$ cat src/rtl/msdap_pkg.sv
// msdap_pkg: shared types, defaults and sample-to-bit mapping for the frame deserialiser
package msdap_pkg;
   typedef enum logic {IDLE, SHIFT} state_t;
   localparam int DEF_WIDTH    = 16;
   localparam int DEF_CHANNELS = 2;
   localparam int CNT_W        = $clog2(DEF_WIDTH);
   function automatic int bit_pos(input int k, input int width, input bit msb_first);
      return msb_first ? width - 1 - k : k;
   endfunction
endpackage

$ cat src/rtl/frame_sipo_n_if.sv
// frame_sipo_n_if: serial input, handshake and status bundle of the frame deserialiser
interface frame_sipo_n_if #(
   parameter int WIDTH    = 16,
   parameter int CHANNELS = 2
);
   logic                      Frame;
   logic [CHANNELS-1:0]       Din;
   logic                      Out_ready;
   logic [CHANNELS*WIDTH-1:0] Data_out;
   logic                      Out_valid;
   logic                      Frame_err;
   logic                      Overrun;
   logic                      Busy;
   modport slave (
      input  Frame, Din, Out_ready,
      output Data_out, Out_valid, Frame_err, Overrun, Busy
   );
   modport master (
      output Frame, Din, Out_ready,
      input  Data_out, Out_valid, Frame_err, Overrun, Busy
   );
endinterface

$ cat src/rtl/sipo_lane.sv
// sipo_lane: one lane's indexed capture register; o_next already holds the bit captured this edge
module sipo_lane
   import msdap_pkg::*;
#(
   parameter int WIDTH     = 16,
   parameter bit MSB_FIRST = 1'b1,
   parameter int CW        = $clog2(WIDTH)
) (
   input  logic             Dclk,
   input  logic             Clear,
   input  logic             i_en,
   input  logic [CW-1:0]    i_idx,
   input  logic             i_bit,
   output logic [WIDTH-1:0] o_next
);
   logic [WIDTH-1:0] r_shift;
   logic [CW-1:0]    w_pos;
   assign w_pos = CW'(bit_pos(int'(i_idx), WIDTH, MSB_FIRST));
   always_comb begin
      o_next = r_shift;
      if (i_en) o_next[w_pos] = i_bit;
   end
   always_ff @(negedge Dclk or negedge Clear)
      if (!Clear) r_shift <= '0;
      else        r_shift <= o_next;
endmodule

$ cat src/rtl/frame_sipo_n.sv
// frame_sipo_n: frame-synchronised multi-lane deserialiser with valid/ready holding register
module frame_sipo_n
   import msdap_pkg::*;
#(
   parameter int WIDTH     = DEF_WIDTH,
   parameter int CHANNELS  = DEF_CHANNELS,
   parameter bit MSB_FIRST = 1'b1
) (
   input logic           Dclk,
   input logic           Clear,
   frame_sipo_n_if.slave bus
);
   localparam int CW = $clog2(WIDTH);
   state_t                    r_state, w_state_nx;
   logic [CW-1:0]             r_cnt, w_cnt_nx, w_idx;
   logic [CHANNELS*WIDTH-1:0] r_data, w_word;
   logic                      r_valid, r_ferr, r_ovr;
   logic                      w_cap, w_done, w_ferr;
   // A Frame always restarts the word at sample 0, whatever the state
   assign w_cap = bus.Frame | (r_state == SHIFT);
   assign w_idx = bus.Frame ? '0 : r_cnt;
   for (genvar c = 0; c < CHANNELS; c++) begin : g_lane
      sipo_lane #(.WIDTH(WIDTH), .MSB_FIRST(MSB_FIRST)) u_lane (
         .Dclk   (Dclk),
         .Clear  (Clear),
         .i_en   (w_cap),
         .i_idx  (w_idx),
         .i_bit  (bus.Din[c]),
         .o_next (w_word[c*WIDTH +: WIDTH])
      );
   end
   always_comb begin
      w_state_nx = r_state;
      w_cnt_nx   = r_cnt;
      w_ferr     = 1'b0;
      w_done     = 1'b0;
      if (bus.Frame) begin
         w_state_nx = SHIFT;
         w_cnt_nx   = CW'(1);
         w_ferr     = (r_state == SHIFT);
      end else if (r_state == SHIFT) begin
         w_done     = (r_cnt == CW'(WIDTH - 1));
         w_state_nx = w_done ? IDLE : SHIFT;
         w_cnt_nx   = w_done ? '0 : r_cnt + 1'b1;
      end
   end
   always_ff @(negedge Dclk or negedge Clear)
      if (!Clear) begin
         r_state <= IDLE;
         r_cnt   <= '0;
         r_data  <= '0;
         r_valid <= 1'b0;
         r_ferr  <= 1'b0;
         r_ovr   <= 1'b0;
      end else begin
         r_state <= w_state_nx;
         r_cnt   <= w_cnt_nx;
         r_ferr  <= w_ferr;
         r_ovr   <= w_done & r_valid & ~bus.Out_ready;
         r_valid <= w_done | (r_valid & ~bus.Out_ready);
         if (w_done) r_data <= w_word;
      end
   assign bus.Data_out  = r_data;
   assign bus.Out_valid = r_valid;
   assign bus.Frame_err = r_ferr;
   assign bus.Overrun   = r_ovr;
   assign bus.Busy      = (r_state == SHIFT);
endmodule
$ cat src/flat_wrapper.sv
// flat-port wrapper written by rule: the top's interface ports become plain ports
module frame_sipo_n_flat import msdap_pkg::*;
#(
   parameter int WIDTH     = DEF_WIDTH,
   parameter int CHANNELS  = DEF_CHANNELS,
   parameter bit MSB_FIRST = 1'b1
)
  (Dclk, Clear, bus_Frame, bus_Din, bus_Out_ready, bus_Data_out, bus_Out_valid, bus_Frame_err, bus_Overrun, bus_Busy);
  frame_sipo_n_if #(.WIDTH(WIDTH), .CHANNELS(CHANNELS)) bus_i ();
  input logic Dclk;
  input logic Clear;
  input wire logic [$bits(bus_i.Frame)-1:0] bus_Frame;
  input wire logic [$bits(bus_i.Din)-1:0] bus_Din;
  input wire logic [$bits(bus_i.Out_ready)-1:0] bus_Out_ready;
  output wire logic [$bits(bus_i.Data_out)-1:0] bus_Data_out;
  output wire logic [$bits(bus_i.Out_valid)-1:0] bus_Out_valid;
  output wire logic [$bits(bus_i.Frame_err)-1:0] bus_Frame_err;
  output wire logic [$bits(bus_i.Overrun)-1:0] bus_Overrun;
  output wire logic [$bits(bus_i.Busy)-1:0] bus_Busy;
  assign bus_i.Frame = bus_Frame;
  assign bus_i.Din = bus_Din;
  assign bus_i.Out_ready = bus_Out_ready;
  assign bus_Data_out = bus_i.Data_out;
  assign bus_Out_valid = bus_i.Out_valid;
  assign bus_Frame_err = bus_i.Frame_err;
  assign bus_Overrun = bus_i.Overrun;
  assign bus_Busy = bus_i.Busy;
  frame_sipo_n #(.WIDTH(WIDTH), .CHANNELS(CHANNELS), .MSB_FIRST(MSB_FIRST)) u_core (.Dclk(Dclk), .Clear(Clear), .bus(bus_i));
endmodule
$ cat config.mk
export PLATFORM = sky130hd
export DESIGN_NAME = frame_sipo_n_flat
export DESIGN_NICKNAME = d
export VERILOG_FILES = /design/src/rtl/msdap_pkg.sv /design/src/rtl/frame_sipo_n_if.sv /design/src/rtl/sipo_lane.sv /design/src/rtl/frame_sipo_n.sv /design/src/flat_wrapper.sv
export SDC_FILE = /design/constraint.sdc
export NUM_CORES = 1
export LEC_CHECK = 0
export CORE_MARGIN = 4
export CORE_UTILIZATION = 25
export DETAILED_ROUTE_END_ITERATION = 10
export PLACE_DENSITY = 0.46
export SKIP_CTS_REPAIR_TIMING = 1
export SLEW_MARGIN = 20
export SYNTH_ARGS = -nofsm -noshare
export SYNTH_HDL_FRONTEND = slang
export SYNTH_SLANG_ARGS = --single-unit
$ cat constraint.sdc
create_clock -name Dclk -period 2.1 [get_ports Dclk]
set_input_delay 0.42 -clock Dclk [delete_from_list [all_inputs] [get_ports Dclk]]
set_output_delay 0.42 -clock Dclk [all_outputs]
set_load 0.1 [all_outputs]
Yosys cells after proc, flatten, opt, wreduce, memory -nomap -nowiden
Cells that the tools add are included.

storage, ports and cells
  flip-flop bits (word level) = 72
  input port bits = 6
  output and inout bits = 36
  word-level logic and storage cells = 37

cells by class
  add/subtract/negate cells = 2
  order comparisons = 2
  equal/unequal tests = 1
  multiplexer cells = 16
  bitwise gates (word level) = 6
  reduce and logical (&&, ||, !) cells = 2

operators with widths
  kind                                                        count
  bitwise mux 16 bit                                          2
  2-to-1 mux 16 bit                                           2
  2-to-1 mux 4 bit                                            4
  2-to-1 mux 1 bit                                            7
  less-than comparator 4 x 5 -> 1 bit, second input constant  1
  adder 4 x 1 -> 4 bit, second input constant                 1
  demux 1 bit (select 4 bit)                                  1
  == test 4 bit, second input constant                        1
  >= comparator 4 x 1 -> 1 bit, second input constant         1
  subtractor 4 bit, first input constant                      1
  bitwise AND 1 bit                                           3
  OR 1 bit                                                    2
  nonzero test 2 bit                                          1
  logical AND 1 bit                                           1
  NOT 1 bit                                                   1

Depth between registers and ports, before layout
  depth in word-level cells = 8
  depth in mapped cells = 6
  gate-level depth less buffers = 4

Cells and area by module
From an unflattened synthesis, not the netlist that was laid out.

second synthesis, totals
  cells, all modules = 222
  area total of the unflattened synthesis = 3128.0 um2

by module, submodules not included
  module                                instances  cells each  area an instance (um2)  sequential area each (um2)
  frame_sipo_n                          1          105         1691.6                  1001.0
  sipo_lane at u_core.g_lane[1].u_lane  1          59          725.7                   400.4
  sipo_lane at u_core.g_lane[0].u_lane  1          58          710.7                   400.4

==> report_table.html <==
<table>
<tr><th>Metric</th><th>Value</th></tr>
<tr><th colspan="2">Worst setup path</th></tr>
<tr><td>Worst-path cell chain</td><td>buf_12</td></tr>
<tr><td>Critical path endpoint</td><td>bus_Data_out[13]</td></tr>
<tr><td>Register-to-register setup slack</td><td>0.22 ns</td></tr>
<tr><td>R2r startpoint</td><td>u_core.r_cnt[2]</td></tr>
<tr><td>Worst setup EP type</td><td>output port</td></tr>
<tr><td>R2r worst-path depth</td><td>5</td></tr>
<tr><td>Data arrival at the endpoint of the critical path</td><td>2.06 ns</td></tr>
<tr><td>Reg-to-reg critical path endpoint</td><td>u_core.bus.Data_out[13]</td></tr>
<tr><td>Worst path depth</td><td>1</td></tr>
<tr><td>Delay contributed by the slowest stage of the critical path</td><td>0.48 ns</td></tr>
<tr><td>Kind of critical path</td><td>flop to output port</td></tr>
<tr><td>First element of the critical path</td><td>u_core.bus.Data_out[13]</td></tr>
<tr><td>Critical Path Slowest Stage Cell</td><td>sky130_fd_sc_hd__dfrtn_1</td></tr>
<tr><td>Buffering stage count on the worst path with inverters included</td><td>1</td></tr>
<tr><td>Kind of launch point of the worst setup path</td><td>flop</td></tr>
<tr><td>Top Family by Delay on Critical Path</td><td>flip-flops</td></tr>
<tr><td>Crit Path Max Fanout</td><td>2</td></tr>
<tr><td>Required time of the critical path</td><td>1.68 ns</td></tr>
<tr><th colspan="2">Finish</th></tr>
<tr><td>Layout Nets</td><td>330</td></tr>
<tr><td>Antenna diode count</td><td>0</td></tr>
<tr><td>Final standard cell area without fillers</td><td>0.00525 sq mm</td></tr>
<tr><td>Area grow syn2layout</td><td>65.5%</td></tr>
<tr><td>Fillers</td><td>1125</td></tr>
<tr><td>Share of final-layout standard cells stronger than drive strength 1</td><td>61.9%</td></tr>
<tr><th colspan="2">Clock network</th></tr>
<tr><td>CTS Buf Count</td><td>9</td></tr>
<tr><td>Number of H-tree levels</td><td>3</td></tr>
<tr><td>Clock tree from TritonCTS</td><td>done</td></tr>
<tr><td>Num Clock Sinks</td><td>72</td></tr>
<tr><td>Root Buffer Master</td><td>sky130_fd_sc_hd__clkbuf_16</td></tr>
<tr><td>CTS max path bufs</td><td>2</td></tr>
<tr><td>Clock network latency to the later pin of the worst-skew pair</td><td>0.33 ns</td></tr>
<tr><td>CTS clock-pin slew for the worst setup and hold paths</td><td>0.04 ns</td></tr>
<tr><th colspan="2">Place</th></tr>
<tr><td>HPWL after detailed placement</td><td>4760 um</td></tr>
<tr><td>Routability congestion estimate from global placement</td><td>0.730</td></tr>
<tr><td>Port Buffer Count</td><td>41</td></tr>
<tr><td>Total placed instance area</td><td>0.00439 sq mm</td></tr>
<tr><th colspan="2">Drt</th></tr>
<tr><td>Metal1 wirelength</td><td>3760 um</td></tr>
<tr><td>Vias per cell</td><td>4.36</td></tr>
<tr><td>Detailed Routing Iterations Pass 1</td><td>3</td></tr>
<tr><td>Total wire length after detailed routing</td><td>7370 um</td></tr>
<tr><td>Length of routed met2 wiring</td><td>3320 um</td></tr>
<tr><td>Average wire length per cell after detail routing</td><td>14.9 um</td></tr>
<tr><td>Number of DRC violations after detailed routing</td><td>0</td></tr>
<tr><td>Number of DRC violations after detailed-routing iteration 0</td><td>137</td></tr>
<tr><td>Wire length on met3</td><td>241 um</td></tr>
<tr><td>Highest metal layer with signal wires</td><td>met4</td></tr>
<tr><td>Total number of vias</td><td>2163</td></tr>
<tr><td>Remaining number of nets flagged by the antenna check after routing</td><td>0</td></tr>
<tr><th colspan="2">Logic synthesis</th></tr>
<tr><td>Area fraction in compound gates after synthesis</td><td>12.7%</td></tr>
<tr><td>Synth Area in XOR/XNOR</td><td>0.276%</td></tr>
<tr><td>Post-synthesis net count</td><td>251</td></tr>
<tr><td>Number of warnings reported in the yosys synthesis log</td><td>0</td></tr>
<tr><td>FF+latch count, synth</td><td>72</td></tr>
<tr><td>Arithmetic-cell share of the synthesized area counting full adders, half adders and majority gates</td><td>0.394%</td></tr>
<tr><td>Most used DFF post-synth</td><td>sky130_fd_sc_hd__dfrtn_1</td></tr>
<tr><td>Synthesized area divided by synthesized cell count</td><td>13.0 sq um</td></tr>
<tr><td>Fraction of synthesized area in multiplexers</td><td>16.9%</td></tr>
<tr><td>Synth cell count leaders</td><td>72 x sky130_fd_sc_hd__dfrtn_1, 44 x sky130_fd_sc_hd__mux2_2, 14 x sky130_fd_sc_hd__a21boi_0, 14 x sky130_fd_sc_hd__a31o_2, 14 x sky130_fd_sc_hd__o21ai_0</td></tr>
<tr><td>Cells after Synth</td><td>244</td></tr>
<tr><td>Post-synth cell types</td><td>38</td></tr>
<tr><td>Combinational family with the most area after synthesis</td><td>multiplexers</td></tr>
<tr><td>Library cell with the highest instance count after synthesis</td><td>sky130_fd_sc_hd__dfrtn_1</td></tr>
<tr><td>Post-synthesis sequential area ratio</td><td>56.8%</td></tr>
<tr><td>Portion of synthesized cell area occupied by the leading cell type</td><td>56.8%</td></tr>
<tr><td>Cells taking the most area after synthesis</td><td>sky130_fd_sc_hd__dfrtn_1 57%, sky130_fd_sc_hd__mux2_2 16%, sky130_fd_sc_hd__a31o_2 3.9%</td></tr>
<tr><td>Synth Area in Simple Gates</td><td>8.36%</td></tr>
<tr><td>Ys async rst share</td><td>100%</td></tr>
<tr><td>Post-synthesis cell type with the largest combined area</td><td>sky130_fd_sc_hd__dfrtn_1</td></tr>
<tr><td>Mapped Area</td><td>0.00317 sq mm</td></tr>
<tr><td>Number of enable-type register cells in the synthesized netlist</td><td>0</td></tr>
<tr><th colspan="2">Run</th></tr>
<tr><td>Max_cap viols</td><td>0</td></tr>
<tr><th colspan="2">STA</th></tr>
<tr><td>Worst-case headroom to the max-slew limit</td><td>69.7%</td></tr>
<tr><td>Worst hold margin</td><td>0.453 ns</td></tr>
<tr><td>Final Setup Violations</td><td>101</td></tr>
<tr><td>Number of pins exceeding their max-slew limit in the final report</td><td>0</td></tr>
<tr><td>Worst slew pin tran</td><td>0.454 ns</td></tr>
<tr><td>Setup repair after global routing missed its margin</td><td>yes</td></tr>
<tr><td>Final Hold Vio Count</td><td>0</td></tr>
<tr><td>Worst clock skew</td><td>0.00308 ns</td></tr>
<tr><td>Setup WS post-layout</td><td>-0.384 ns</td></tr>
<tr><th colspan="2">Die</th></tr>
<tr><td>Total die area</td><td>0.0146 sq mm</td></tr>
<tr><td>Die Wd</td><td>121 um</td></tr>
<tr><td>Placeable core region</td><td>0.0122 sq mm</td></tr>
<tr><td>Ports</td><td>42</td></tr>
<tr><td>Initial core utilization</td><td>26.0%</td></tr>
<tr><td>Floorplan row count</td><td>40</td></tr>
<tr><td>Die Y</td><td>121 um</td></tr>
<tr><th colspan="2">Power and ir drop</th></tr>
<tr><td>Cell Pwr Density</td><td>822 mW/mm^2</td></tr>
<tr><td>Lkg Pwr</td><td>0.00243 uW</td></tr>
<tr><td>Switching power summed over all nets</td><td>1060 uW</td></tr>
<tr><td>Maximum resistive drop on vdd</td><td>0.392 mV</td></tr>
<tr><td>Sequential share of power</td><td>38.3%</td></tr>
<tr><td>Combinational share of power</td><td>20.2%</td></tr>
<tr><td>Internal power</td><td>3260 uW</td></tr>
<tr><td>Switching part of the total</td><td>24.5%</td></tr>
<tr><td>Clock group share of total power</td><td>41.5%</td></tr>
<tr><th colspan="2">GRT</th></tr>
<tr><td>Antenna violations before repair</td><td>0</td></tr>
<tr><td>Maximum number of pins on one net before global-route repair</td><td>42</td></tr>
<tr><td>Grt ovf</td><td>0</td></tr>
<tr><td>Overall routing resource usage</td><td>10.1%</td></tr>
<tr><td>Wire length of the first global-routing pass</td><td>11700 um</td></tr>
<tr><td>Vias in the first global route</td><td>2249</td></tr>
<tr><th colspan="2">Outcome</th></tr>
<tr><td>Outcome</td><td>finished, violations left</td></tr>
<tr><td>Failing checks</td><td>setup timing</td></tr>
<tr><th colspan="2">Hold path</th></tr>
<tr><td>Start point of the worst hold path</td><td>u_core.g_lane[0].u_lane.r_shift[1]</td></tr>
<tr><td>Class of the worst hold path</td><td>flop to flop</td></tr>
</table>
cells by family (layout without fill, tap and decap cells):
family	count (synthesis)	count (layout)
multiplexers	47	47
buffers and inverters	32	116
AO/OA/AOI/OAI	56	56
flip-flops	72	72
XOR/XNOR	1	1
adder cells (fa/ha/maj)	1	1
AND/OR/NAND/NOR	35	35
worst min path at each step:
stage / end / cells after the start
2_1_floorplan: u_core.g_lane[0].u_lane.r_shift[0] / 1
3_3_place_gp: u_core.g_lane[1].u_lane.r_shift[3] / 1
3_5_place_dp: u_core.g_lane[0].u_lane.r_shift[0] / 1
4_1_cts: u_core.g_lane[1].u_lane.r_shift[1] / 1
5_1_grt: u_core.g_lane[1].u_lane.r_shift[1] / 1
6_report: u_core.g_lane[0].u_lane.r_shift[1] / 1
placed cells by master (no fill, tap or decap), types with 2 or more instances in the layout:
master	count
sky130_fd_sc_hd__a21boi_2	8
sky130_fd_sc_hd__buf_12	39
sky130_fd_sc_hd__buf_6	11
sky130_fd_sc_hd__buf_8	4
sky130_fd_sc_hd__a21oi_1	2
sky130_fd_sc_hd__nand2_1	3
sky130_fd_sc_hd__nand3_1	6
sky130_fd_sc_hd__clkbuf_16	10
sky130_fd_sc_hd__a21boi_4	6
sky130_fd_sc_hd__buf_4	30
sky130_fd_sc_hd__nor4bb_4	2
sky130_fd_sc_hd__o41ai_1	2
sky130_fd_sc_hd__o41ai_2	6
sky130_fd_sc_hd__and2_4	2
sky130_fd_sc_hd__inv_1	11
sky130_fd_sc_hd__dfrtn_1	72
sky130_fd_sc_hd__mux2_2	11
sky130_fd_sc_hd__nor2_1	3
sky130_fd_sc_hd__mux2_4	35
sky130_fd_sc_hd__o21ai_0	7
sky130_fd_sc_hd__a31o_2	14
sky130_fd_sc_hd__dlymetal6s2s_1	2
sky130_fd_sc_hd__clkbuf_8	2
sky130_fd_sc_hd__o21ai_2	6
sky130_fd_sc_hd__bufinv_16	3
sky130_fd_sc_hd__and3_4	2
sky130_fd_sc_hd__nor2b_1	3
sky130_fd_sc_hd__nand3b_1	2
flip-flops by register name, summed over array words and instances, names as in the netlist:
| name | count |
|---|---|
| u_core.bus.Data_out | 32 |
| u_core.bus.Frame_err | 1 |
| u_core.r_cnt | 4 |
| u_core.g_lane.u_lane.r_shift | 32 |
| u_core.bus.Out_valid | 1 |
| u_core.bus.Overrun | 1 |
| u_core.bus.Busy | 1 |
per-stage QoR:
step                      power (uW)  utilization, %  std cells  setup WS [ns]  TNS, ns
after detailed placement        2380            36.0        464          -1.09   -66.39
after CTS                       4200            38.9        480         -0.744   -54.10
after floorplan                 2140               -        244         -0.490   -36.31
final                           4320            43.0        496         -0.384   -28.66
after global routing            4510            43.0        496         -0.418   -31.60
after global placement          2360            36.0        464          -1.06   -65.99
area by class of cell:
cell class                 instances  area [sq um]  area share (%)
tap                              168           210            4.00
timing repair buffer              89          1250            23.9
clock inverter                     5           103            1.95
multi-input combinational        140          1590            30.2
inverter                          11          41.3           0.786
clock buffer                      11           253            4.81
sequential                        72          1800            34.3
power groups by stage:
stage | Sequential (uW) | Combinational (uW) | Clock (uW)
final | 1650 | 871 | 1790
after global routing | 1670 | 936 | 1900
after CTS | 1650 | 707 | 1840
after detailed placement | 1670 | 703 | 0
after global placement | 1670 | 696 | 0
after floorplan | 1730 | 409 | 0
per-layer routing:
layer  GRT usage (%)  vias up
met4            3.40        0
met2            14.9       30
li1                -     1044
met1            14.0     1085
met3            3.23        4
met5               0        -
(Power assumes the default switching activity.)
